[config.mk]
export PLATFORM = sky130hd
export DESIGN_NAME = mem_seq_controller
export DESIGN_NICKNAME = d
export VERILOG_FILES = /design/src/rtl/mem_ctrl_pkg.sv /design/src/rtl/addr_delay_line.sv /design/src/rtl/mem_seq_controller.sv
export SDC_FILE = /design/constraint.sdc
export NUM_CORES = 1
export LEC_CHECK = 0
export CORE_ASPECT_RATIO = 1.4
export CORE_MARGIN = 1
export CORE_UTILIZATION = 52
export CTS_CLUSTER_DIAMETER = 150
export DETAILED_ROUTE_END_ITERATION = 8
export PLACE_DENSITY = 0.84
export REMOVE_ABC_BUFFERS = 1
export SYNTH_ARGS = -nofsm -noshare
export SYNTH_HDL_FRONTEND = slang
export SYNTH_SLANG_ARGS = --single-unit
[constraint.sdc]
create_clock -name clk -period 6.79 [get_ports clk]
set_clock_uncertainty 0.05 [all_clocks]
set_input_delay 1.358 -clock clk [delete_from_list [all_inputs] [get_ports clk]]
set_output_delay 1.358 -clock clk [all_outputs]
set_load 0.03 [all_outputs]
[src/rtl/mem_ctrl_pkg.sv]
// Shared types for the SRAM sequencing controller: FSM states and command mode encodings.
package mem_ctrl_pkg;

   typedef enum logic [2:0] {
      ST_IDLE,
      ST_CLEAR,
      ST_LOAD,
      ST_COMPUTE,
      ST_DRAIN,
      ST_DONE
   } state_t;

   typedef enum logic [1:0] {
      MODE_CLEAR   = 2'b00,
      MODE_LOAD    = 2'b01,
      MODE_COMPUTE = 2'b10,
      MODE_RSVD    = 2'b11
   } mode_t;

endpackage

[src/rtl/addr_delay_line.sv]
// Depth-stage shift register of {valid, address}; output appears Depth cycles after input.
// No backpressure: shifts every cycle, flush clears all stages synchronously.
module addr_delay_line #(
   parameter int Addr_Width = 4,
   parameter int Depth      = 3
) (
   input  logic                  clk,
   input  logic                  flush,
   input  logic                  in_vld,
   input  logic [Addr_Width-1:0] in_addr,
   output logic                  out_vld,
   output logic [Addr_Width-1:0] out_addr,
   output logic                  any_vld
);

   logic [Depth-1:0]      vld_q;
   logic [Addr_Width-1:0] addr_q [Depth];

   always_ff @(posedge clk) begin
      if (flush) begin
         vld_q <= '0;
         for (int i = 0; i < Depth; i++) begin
            addr_q[i] <= '0;
         end
      end else begin
         vld_q[0]  <= in_vld;
         addr_q[0] <= in_addr;
         for (int i = 1; i < Depth; i++) begin
            vld_q[i]  <= vld_q[i-1];
            addr_q[i] <= addr_q[i-1];
         end
      end
   end

   assign out_vld  = vld_q[Depth-1];
   assign out_addr = addr_q[Depth-1];
   assign any_vld  = |vld_q;

endmodule

[src/rtl/mem_seq_controller.sv]
// SRAM sequencing controller: CLEAR/LOAD/COMPUTE commands drive per-SRAM strobes and addresses.
// All outputs registered, first strobe one cycle after Start; LOAD stalls on Load_Valid, COMPUTE never stalls.
module mem_seq_controller
   import mem_ctrl_pkg::*;
#(
   parameter int Addr_Width    = 4,
   parameter int Nums_SRAM_In  = 2,
   parameter int Nums_SRAM_Out = 1,
   parameter int Nums_SRAM     = Nums_SRAM_In + Nums_SRAM_Out,
   parameter int Write_Latency = 3
) (
   input  logic                            clk,
   input  logic                            Mem_reset,
   input  logic                            Start,
   input  logic [1:0]                      Mode,
   input  logic [Addr_Width:0]             Length,
   input  logic [Nums_SRAM_In-1:0]         Load_Mask,
   input  logic                            Load_Valid,
   output logic                            Load_Ready,
   output logic                            Busy,
   output logic                            Done,
   output logic [Nums_SRAM-1:0]            Mem_Clear,
   output logic [Nums_SRAM-1:0]            En_Chip_Select,
   output logic [Nums_SRAM-1:0]            En_Read,
   output logic [Nums_SRAM-1:0]            En_Write,
   output logic [Nums_SRAM*Addr_Width-1:0] Addr_Read,
   output logic [Nums_SRAM*Addr_Width-1:0] Addr_Write,
   output logic [Addr_Width:0]             Step_Count
);

   localparam int Ram_Depth = 1 << Addr_Width;
   localparam logic [Addr_Width:0] DEPTH_CNT = (Addr_Width+1)'(Ram_Depth);

   state_t state_q, state_d;
   logic [Addr_Width:0]       step_q, step_d;
   logic [Addr_Width:0]       len_q, len_d;
   logic [Nums_SRAM_In-1:0]   mask_q, mask_d;
   logic [Addr_Width:0]       len_clamped;
   logic                      accept;

   logic                      dl_in_vld, dl_out_vld, dl_any_vld;
   logic [Addr_Width-1:0]     dl_in_addr, dl_out_addr;

   logic                            rdy_d, busy_d, done_d;
   logic [Nums_SRAM-1:0]            clr_d, cs_d, rd_d, wr_d;
   logic [Nums_SRAM*Addr_Width-1:0] ard_d, awr_d;

   assign len_clamped = (Length > DEPTH_CNT) ? DEPTH_CNT : Length;
   assign accept      = Load_Valid & Load_Ready;
   assign Step_Count  = step_q;

   always_comb begin
      state_d = state_q;
      step_d  = step_q;
      len_d   = len_q;
      mask_d  = mask_q;
      case (state_q)
         ST_IDLE: begin
            if (Start && (mode_t'(Mode) != MODE_RSVD)) begin
               len_d  = len_clamped;
               mask_d = Load_Mask;
               step_d = '0;
               case (mode_t'(Mode))
                  MODE_CLEAR:   state_d = ST_CLEAR;
                  MODE_LOAD:    state_d = (len_clamped == '0) ? ST_DONE : ST_LOAD;
                  MODE_COMPUTE: state_d = (len_clamped == '0) ? ST_DONE : ST_COMPUTE;
                  default:      state_d = ST_IDLE;
               endcase
            end
         end
         ST_CLEAR: begin
            if (step_q == DEPTH_CNT - 1'b1) begin
               state_d = ST_DONE;
               step_d  = '0;
            end else begin
               step_d = step_q + 1'b1;
            end
         end
         ST_LOAD: begin
            // DRAIN covers the cycle the last word is written, with Load_Ready already low.
            if (accept) begin
               step_d = step_q + 1'b1;
               if (step_q + 1'b1 == len_q) state_d = ST_DRAIN;
            end
         end
         ST_COMPUTE: begin
            if (step_q == len_q - 1'b1) state_d = ST_DRAIN;
            else                        step_d  = step_q + 1'b1;
         end
         ST_DRAIN: begin
            if (!dl_any_vld) state_d = ST_DONE;
         end
         ST_DONE: begin
            state_d = ST_IDLE;
            step_d  = '0;
         end
         default: state_d = ST_IDLE;
      endcase
   end

   // Reads are issued with the state they belong to; the delay line shifts in lockstep.
   assign dl_in_vld  = (state_d == ST_COMPUTE);
   assign dl_in_addr = step_d[Addr_Width-1:0];

   always_comb begin
      clr_d  = '0;
      cs_d   = '0;
      rd_d   = '0;
      wr_d   = '0;
      ard_d  = '0;
      awr_d  = '0;
      rdy_d  = (state_d == ST_LOAD);
      busy_d = (state_d != ST_IDLE);
      done_d = (state_d == ST_DONE);

      if (state_d == ST_CLEAR) begin
         for (int i = Nums_SRAM_In; i < Nums_SRAM; i++) begin
            cs_d[i]                        = 1'b1;
            clr_d[i]                       = 1'b1;
            wr_d[i]                        = 1'b1;
            awr_d[i*Addr_Width +: Addr_Width] = step_d[Addr_Width-1:0];
         end
      end

      if (state_d == ST_COMPUTE) begin
         for (int i = 0; i < Nums_SRAM_In; i++) begin
            cs_d[i]                        = 1'b1;
            rd_d[i]                        = 1'b1;
            ard_d[i*Addr_Width +: Addr_Width] = step_d[Addr_Width-1:0];
         end
      end

      if (accept) begin
         for (int i = 0; i < Nums_SRAM_In; i++) begin
            if (mask_q[i]) begin
               cs_d[i]                        = 1'b1;
               wr_d[i]                        = 1'b1;
               awr_d[i*Addr_Width +: Addr_Width] = step_q[Addr_Width-1:0];
            end
         end
      end

      if (dl_out_vld) begin
         for (int i = Nums_SRAM_In; i < Nums_SRAM; i++) begin
            cs_d[i]                        = 1'b1;
            wr_d[i]                        = 1'b1;
            awr_d[i*Addr_Width +: Addr_Width] = dl_out_addr;
         end
      end
   end

   always_ff @(posedge clk) begin
      if (Mem_reset) begin
         state_q        <= ST_IDLE;
         step_q         <= '0;
         len_q          <= '0;
         mask_q         <= '0;
         Load_Ready     <= 1'b0;
         Busy           <= 1'b0;
         Done           <= 1'b0;
         Mem_Clear      <= '0;
         En_Chip_Select <= '0;
         En_Read        <= '0;
         En_Write       <= '0;
         Addr_Read      <= '0;
         Addr_Write     <= '0;
      end else begin
         state_q        <= state_d;
         step_q         <= step_d;
         len_q          <= len_d;
         mask_q         <= mask_d;
         Load_Ready     <= rdy_d;
         Busy           <= busy_d;
         Done           <= done_d;
         Mem_Clear      <= clr_d;
         En_Chip_Select <= cs_d;
         En_Read        <= rd_d;
         En_Write       <= wr_d;
         Addr_Read      <= ard_d;
         Addr_Write     <= awr_d;
      end
   end

   addr_delay_line #(
      .Addr_Width (Addr_Width),
      .Depth      (Write_Latency)
   ) u_dly (
      .clk      (clk),
      .flush    (Mem_reset),
      .in_vld   (dl_in_vld),
      .in_addr  (dl_in_addr),
      .out_vld  (dl_out_vld),
      .out_addr (dl_out_addr),
      .any_vld  (dl_any_vld)
   );

endmodule
* Word-level counts from Yosys, hierarchy flattened
Memories as Yosys holds them, arrays and structs flattened.
Index checks and enable logic that the tools add are counted.
** Storage, ports and cells
- Logic and storage cells :: 96
- Memories :: 1
- Bits of input ports :: 13
- Bits in writable memories :: 12
- Bits in registers :: 57
- Output and inout port bits :: 44
** Operators by class
- Order comparisons :: 1
- Eq/ne operators :: 18
- Bitwise logic cells :: 8
- Mux-type cells :: 32
- Reductions and logical operators :: 13
- Add/sub/neg operators :: 2
** Memory list
- u_dly.addr_q :: words 3, width 4, read ports 3, clocked after memory_dff 0, wr ports 3, line addr_delay_line.sv:17 : logic [Addr_Width-1:0] addr_q [Depth];
** Operator list (count)
- 2-to-1 mux 5 bit :: 5
- case mux 5 bit (5 select lines) :: 1
- 2-to-1 mux 3 bit :: 8
- 2-to-1 mux 4 bit :: 5
- case mux 3 bit (5 select lines) :: 1
- == test 3 x 2 -> 1 bit, second input constant :: 4
- == test 5 bit :: 2
- == test 3 bit, second input constant :: 3
- 2-to-1 mux 1 bit :: 9
- case mux 3 bit (3 select lines) :: 1
- OR reduction 3 bit :: 3
- inequality test 2 bit, second input constant :: 4
- == test 3 x 1 -> 1 bit, second input constant :: 2
- adder 5 x 1 -> 5 bit, second input constant :: 1
- == test 5 x 4 -> 1 bit, second input constant :: 1
- greater-than comparator 5 bit, second input constant :: 1
- logical NOT 5 bit :: 1
- nonzero test 5 bit :: 1
- subtractor 5 x 1 -> 5 bit, second input constant :: 1
- 2-to-1 mux 2 bit :: 2
- NOT 1 bit :: 4
- AND reduction 4 bit :: 1
- OR reduction 2 bit :: 2
- logical NOT 3 bit :: 1
- 8 further kinds :: 10

* Longest topological paths before layout
- Depth in word-level cells :: 11
- Depth in mapped cells :: 10
- Depth with buffers taken out :: 10

* Cells and area by module
Synthesis repeated with hierarchy kept, for this count alone.
** Second synthesis, totals
- Cell total of the unflattened synthesis :: 254
- Area total of the unflattened synthesis :: 2391.0 um2
** Modules (own cells, without submodules)
- mem_seq_controller :: cells each 218, times used 1, seq. area each 820.8 um2, area an instance 1949.4 um2
- addr_delay_line :: cells each 36, times used 1, seq. area each 300.3 um2, area an instance 441.7 um2

* Worst setup path before layout
OpenSTA, ideal clock, no wires.
- Path kind :: input to register
- Start :: input port Start
- End :: register Addr_Write[10]
- Arrival time :: 2.988 ns
- Setup slack :: 3.660 ns
- Library setup time :: 0.092 ns
- Data required time :: 6.648 ns
- Stages on the path :: 5
- Path buffers :: 0
- Path through :: or4b_2 > a21oi_2 > a2bb2oi_1 > or3_4 > o32ai_1
** On the way
- Word-level cells in the longest chain between the ends :: 6
- Elaborated cells between the ends (all ways) :: 8
- Classes of those cells :: eq/ne (1); mux (6); reduce/logical (1)
** Ends and longest elaborated chain
- from (decl) :: line mem_seq_controller.sv:14 : input logic Start,
- logical AND 1 bit (*) :: line mem_seq_controller.sv:59 : if (Start && (mode_t'(Mode) != MODE_RSVD)) begin
- 2-to-1 mux 3 bit :: line mem_seq_controller.sv:59
- case mux 3 bit (5 select lines) :: line mem_seq_controller.sv:57 : case (state_q)
- == test 3 x 1 -> 1 bit :: line mem_seq_controller.sv:116 : if (state_d == ST_CLEAR) begin
- 2-to-1 mux 4 bit (*) :: line mem_seq_controller.sv:116
- 2-to-1 mux 4 bit (*) :: line mem_seq_controller.sv:143 : if (dl_out_vld) begin
- to (signal assigned) :: line mem_seq_controller.sv:180 : Addr_Write <= awr_d;
- to (decl) :: line mem_seq_controller.sv:27 : output logic [Nums_SRAM*Addr_Width-1:0] Addr_Write,
Every way passes the cells marked *; elsewhere a longest branch is shown, timed or not. The select of a mux whose other input is x is not followed.
A chain may end at the register's enable or synchronous reset.

* Final worst setup path
- Start :: input port Start
- End :: register Addr_Write[8]
Same word-level chain as after synthesis.

==> impl_metrics.xml <==
<?xml version="1.0" encoding="UTF-8"?>
<metrics>
  <group name="worst_setup_path">
    <metric name="worst-endpoint-required" unit="ns">6.95</metric>
    <metric name="arrival_time_at_the_worst_endpoint" unit="ns">3.70</metric>
    <metric name="crit_path_end_kind" unit="">flop</metric>
    <metric name="r2r_setup_slack" unit="ns">3.67</metric>
    <metric name="timing.critical_path.from_type" unit="">input pin</metric>
    <metric name="reg2regPathDepth" unit="">10</metric>
    <metric name="worstSetupStartpoint" unit="">Start</metric>
    <metric name="cp_slowest_stage_delay" unit="ns">0.64</metric>
    <metric name="reg2reg_start" unit="">Step_Count[0]</metric>
    <metric name="standard_cell_with_the_maximum_stage_delay_on_the_critical_path" unit="">sky130_fd_sc_hd__or4b_2</metric>
    <metric name="crit-reg2reg-capture" unit="">Addr_Read[5]</metric>
    <metric name="category_of_the_most_critical_setup_path" unit="">input pin to flop</metric>
    <metric name="setup.worst_path.end" unit="">Addr_Write[8]</metric>
    <metric name="timing.critical_path.cells" unit="">clkdlybuf4s50_1 -&gt; or4b_2 -&gt; a21oi_2 -&gt; a2bb2oi_1 -&gt; or3_4 -&gt; o32ai_1</metric>
    <metric name="critical_path_peak_fanout" unit="">9</metric>
  </group>
  <group name="hold_path">
    <metric name="timing.hold.worst.start" unit="">u_dly.addr_q[0][5]</metric>
    <metric name="timing.hold.worst.class" unit="">flop to flop</metric>
  </group>
  <group name="final_layout">
    <metric name="antenna-diode-count" unit="">0</metric>
    <metric name="layout-area-overhead-vs-synth" unit="%">23.1</metric>
    <metric name="layout.cells.non_filler" unit="">327</metric>
    <metric name="finalNetCount" unit="">300</metric>
    <metric name="layout.core_utilization" unit="%">68.3</metric>
    <metric name="design_area" unit="mm²">0.00277</metric>
    <metric name="layout-drive-gt1-share" unit="%">6.34</metric>
  </group>
  <group name="timing">
    <metric name="final_setup_tns" unit="ns">0</metric>
    <metric name="post-route-period-util" unit="%">52.2</metric>
    <metric name="period_minus_slack" unit="ns">3.55</metric>
    <metric name="worst_hold_slack" unit="ns">0.398</metric>
    <metric name="timing.final.hold_violations" unit="">0</metric>
    <metric name="setup_repair_after_global_routing_missed_its_margin" unit="">false</metric>
    <metric name="achievable-frequency" unit="GHz">0.282</metric>
    <metric name="worst-slew-pin-transition" unit="ns">0.719</metric>
    <metric name="final_count_of_negative_setup_slack_endpoints" unit="">0</metric>
    <metric name="final_max_slew_viol_count" unit="">0</metric>
    <metric name="timing.max_slew.rel_slack" unit="%">52.0</metric>
    <metric name="worst_slack" unit="ns">3.24</metric>
  </group>
  <group name="pwr">
    <metric name="p_total" unit="mW">0.660</metric>
    <metric name="peakVddDrop" unit="mV">0.179</metric>
    <metric name="cellLeakagePower" unit="nW">1.06</metric>
    <metric name="cellPowerDensity" unit="mW/mm²">238</metric>
  </group>
  <group name="clock_network">
    <metric name="cts_buffers" unit="">5</metric>
    <metric name="clock_insertion_delay_worst_skew" unit="ns">0.30</metric>
    <metric name="post_cts_hold_buffer_count" unit="">0</metric>
    <metric name="clk_path_buf_depth" unit="">2</metric>
    <metric name="cts_resized" unit="">0</metric>
    <metric name="cts-root-buf" unit="">sky130_fd_sc_hd__clkbuf_8</metric>
    <metric name="clkTransAtPathRegs" unit="ns">0.09</metric>
    <metric name="post_cts_setup_buffer_count" unit="">0</metric>
    <metric name="clock_tree.htree_level_count" unit="">2</metric>
    <metric name="cts_num_sinks" unit="">51</metric>
    <metric name="tritoncts_clock_tree" unit="">done</metric>
  </group>
  <group name="yosys">
    <metric name="post_synth_instance_area" unit="mm²">0.00225</metric>
    <metric name="ys.flop_type" unit="">sky130_fd_sc_hd__dfxtp_1</metric>
    <metric name="postSynth.asyncResetShare" unit="%">0</metric>
    <metric name="ys_types" unit="">46</metric>
    <metric name="edff_count_synth" unit="">0</metric>
    <metric name="synth-seq-cells" unit="">51</metric>
    <metric name="ys.warnings.count" unit="">0</metric>
    <metric name="postSynthAreaPerCell" unit="µm²">9.11</metric>
    <metric name="synthesis.instances" unit="">247</metric>
    <metric name="synth.yosys.seq_area_share" unit="%">45.4</metric>
  </group>
  <group name="floorplanning">
    <metric name="core_area" unit="mm²">0.00405</metric>
    <metric name="ioPinCount" unit="">57</metric>
    <metric name="die_area" unit="mm²">0.00460</metric>
    <metric name="number_of_cell_rows" unit="">27</metric>
    <metric name="floorplan.initialDensity" unit="%">55.5</metric>
    <metric name="chipWidth" unit="µm">57.6</metric>
    <metric name="die_h" unit="µm">79.8</metric>
  </group>
  <group name="routing">
    <metric name="first_iter_violations" unit="">72</metric>
    <metric name="first_pass_iters" unit="">6</metric>
    <metric name="ant_nets" unit="">0</metric>
    <metric name="wl" unit="mm">4.44</metric>
    <metric name="drc_errors" unit="">5</metric>
    <metric name="routedWlPerCell" unit="µm">13.6</metric>
    <metric name="via_count" unit="">1775</metric>
    <metric name="vias_per_cell" unit="">5.43</metric>
  </group>
  <group name="placement">
    <metric name="port-buffer-count" unit="">49</metric>
    <metric name="numPlacedInstances" unit="">319</metric>
    <metric name="gp_congestion" unit="">0.879</metric>
    <metric name="detailedPlace.worstSlack" unit="ns">2.92</metric>
    <metric name="placed_area" unit="mm²">0.00265</metric>
    <metric name="dp_hpwl" unit="mm">3.23</metric>
  </group>
  <group name="outcome">
    <metric name="status" unit="">complete, but fails checks</metric>
    <metric name="violations" unit="">DRC</metric>
  </group>
  <group name="global_routing">
    <metric name="antenna_found_initial" unit="">0</metric>
    <metric name="overflow" unit="">0</metric>
    <metric name="grt_pass1_wl" unit="mm">7.32</metric>
    <metric name="grt_pass1_vias" unit="">1647</metric>
    <metric name="gr-usage-all-layers" unit="%">20.8</metric>
    <metric name="largest_net_degree_at_the_start_of_global_routing" unit="">35</metric>
  </group>
  <group name="run">
    <metric name="drv.max_cap_violation_count" unit="">0</metric>
  </group>
</metrics>
routing by layer:
| layer | up-vias | part of all wire [%] | global-route usage [%] |
|---|---|---|---|
| met5 | - | 0 | 0 |
| met4 | 0 | 2.0 | 7.80 |
| met3 | 9 | 4.5 | 5.19 |
| met2 | 53 | 52 | 38.5 |
| met1 | 834 | 41 | 22.3 |
| li1 | 879 | - | - |
worst max-delay path: cells and delay by family:
family                 cells  cell delay (ns)
AOI/OAI and AO/OA          3             0.78
buffers and inverters      1             0.49
and+or+nand+nor            2             1.07
Yosys cell counts, types with 5 or more instances:
master | instances | area share, %
sky130_fd_sc_hd__nor2_1 | 23 | 3.8
sky130_fd_sc_hd__nand2b_1 | 5 | 1.4
sky130_fd_sc_hd__nor3_1 | 5 | 1.1
sky130_fd_sc_hd__nand2_1 | 19 | 3.2
sky130_fd_sc_hd__xnor2_1 | 7 | 2.7
sky130_fd_sc_hd__clkbuf_1 | 7 | 1.2
sky130_fd_sc_hd__nor2b_1 | 14 | 3.9
sky130_fd_sc_hd__xor2_1 | 5 | 1.9
sky130_fd_sc_hd__nand3b_1 | 6 | 2.0
sky130_fd_sc_hd__a21oi_1 | 13 | 2.9
sky130_fd_sc_hd__and2_1 | 11 | 3.1
sky130_fd_sc_hd__buf_4 | 18 | 6.0
sky130_fd_sc_hd__dfxtp_1 | 51 | 45
sky130_fd_sc_hd__inv_1 | 8 | 1.3
how the worst min path moves through the flow:
stage	slack, ns	end	cells past startpoint
6_report	0.40	u_dly.addr_q[0][9]	1
3_5_place_dp	0.38	u_dly.addr_q[0][8]	1
2_1_floorplan	0.36	u_dly.addr_q[0][10]	1
5_1_grt	0.42	u_dly.addr_q[0][9]	1
3_3_place_gp	0.37	u_dly.addr_q[0][8]	1
4_1_cts	0.40	u_dly.addr_q[0][8]	1
power by group:
group / switching (mW) / internal, mW
combinational: 0.0702 / 0.0524
sequential: 0.0136 / 0.312
clock: 0.0928 / 0.119
area by class of cell:
cell class / instances / area, µm²
Fill cell: 337 / 1280
Multi-Input combinational cell: 167 / 1050
Timing Repair Buffer: 50 / 498
Clock buffer: 6 / 82.6
Tap cell: 43 / 53.8
Clock inverter: 2 / 35.0
Inverter: 8 / 30.0
Sequential cell: 51 / 1020
state kept, by name, summed over array words and instances (netlist names), 2 cells and up:
register / count
Addr_Write: 12
u_dly.addr_q: 9
len_q: 5
Addr_Read: 4
Step_Count: 4
En_Chip_Select: 3
state_q: 3
En_Write: 2
mask_q: 2
u_dly.vld_q: 2
cells by family after synthesis:
family,count (synthesis),share of synthesized area [%]
compound gates,43,13.9
xor+xnor,12,4.67
fa+ha+maj,4,2.22
buf+inv,35,8.95
flops,51,45.4
mux,1,0.445
other cells,1,0.167
simple gates,100,24.2
cells in the final DEF (no fill, tap or decap), types with 2 or more instances in the layout:
cell type                         count
sky130_fd_sc_hd__nand2b_1             5
sky130_fd_sc_hd__a2bb2oi_1            2
sky130_fd_sc_hd__nor3_1               5
sky130_fd_sc_hd__xnor2_1              7
sky130_fd_sc_hd__dfxtp_1             51
sky130_fd_sc_hd__nor2_1              23
sky130_fd_sc_hd__clkbuf_8             6
sky130_fd_sc_hd__nor2b_1             14
sky130_fd_sc_hd__a21oi_1             13
sky130_fd_sc_hd__o21bai_1             4
sky130_fd_sc_hd__nand3b_1             6
sky130_fd_sc_hd__conb_1               7
sky130_fd_sc_hd__a211oi_1             2
sky130_fd_sc_hd__or4_1                2
sky130_fd_sc_hd__nand2_1             19
sky130_fd_sc_hd__clkdlybuf4s50_1     49
sky130_fd_sc_hd__o21ai_0              3
sky130_fd_sc_hd__a22oi_1              3
sky130_fd_sc_hd__o32ai_1              2
sky130_fd_sc_hd__and2_1              11
sky130_fd_sc_hd__inv_1                8
sky130_fd_sc_hd__a32oi_1              4
sky130_fd_sc_hd__ha_1                 4
sky130_fd_sc_hd__nand3_1              4
sky130_fd_sc_hd__nor3b_1              2
sky130_fd_sc_hd__o211ai_1             2
sky130_fd_sc_hd__xor2_1               5
(Power assumes the default switching activity.)
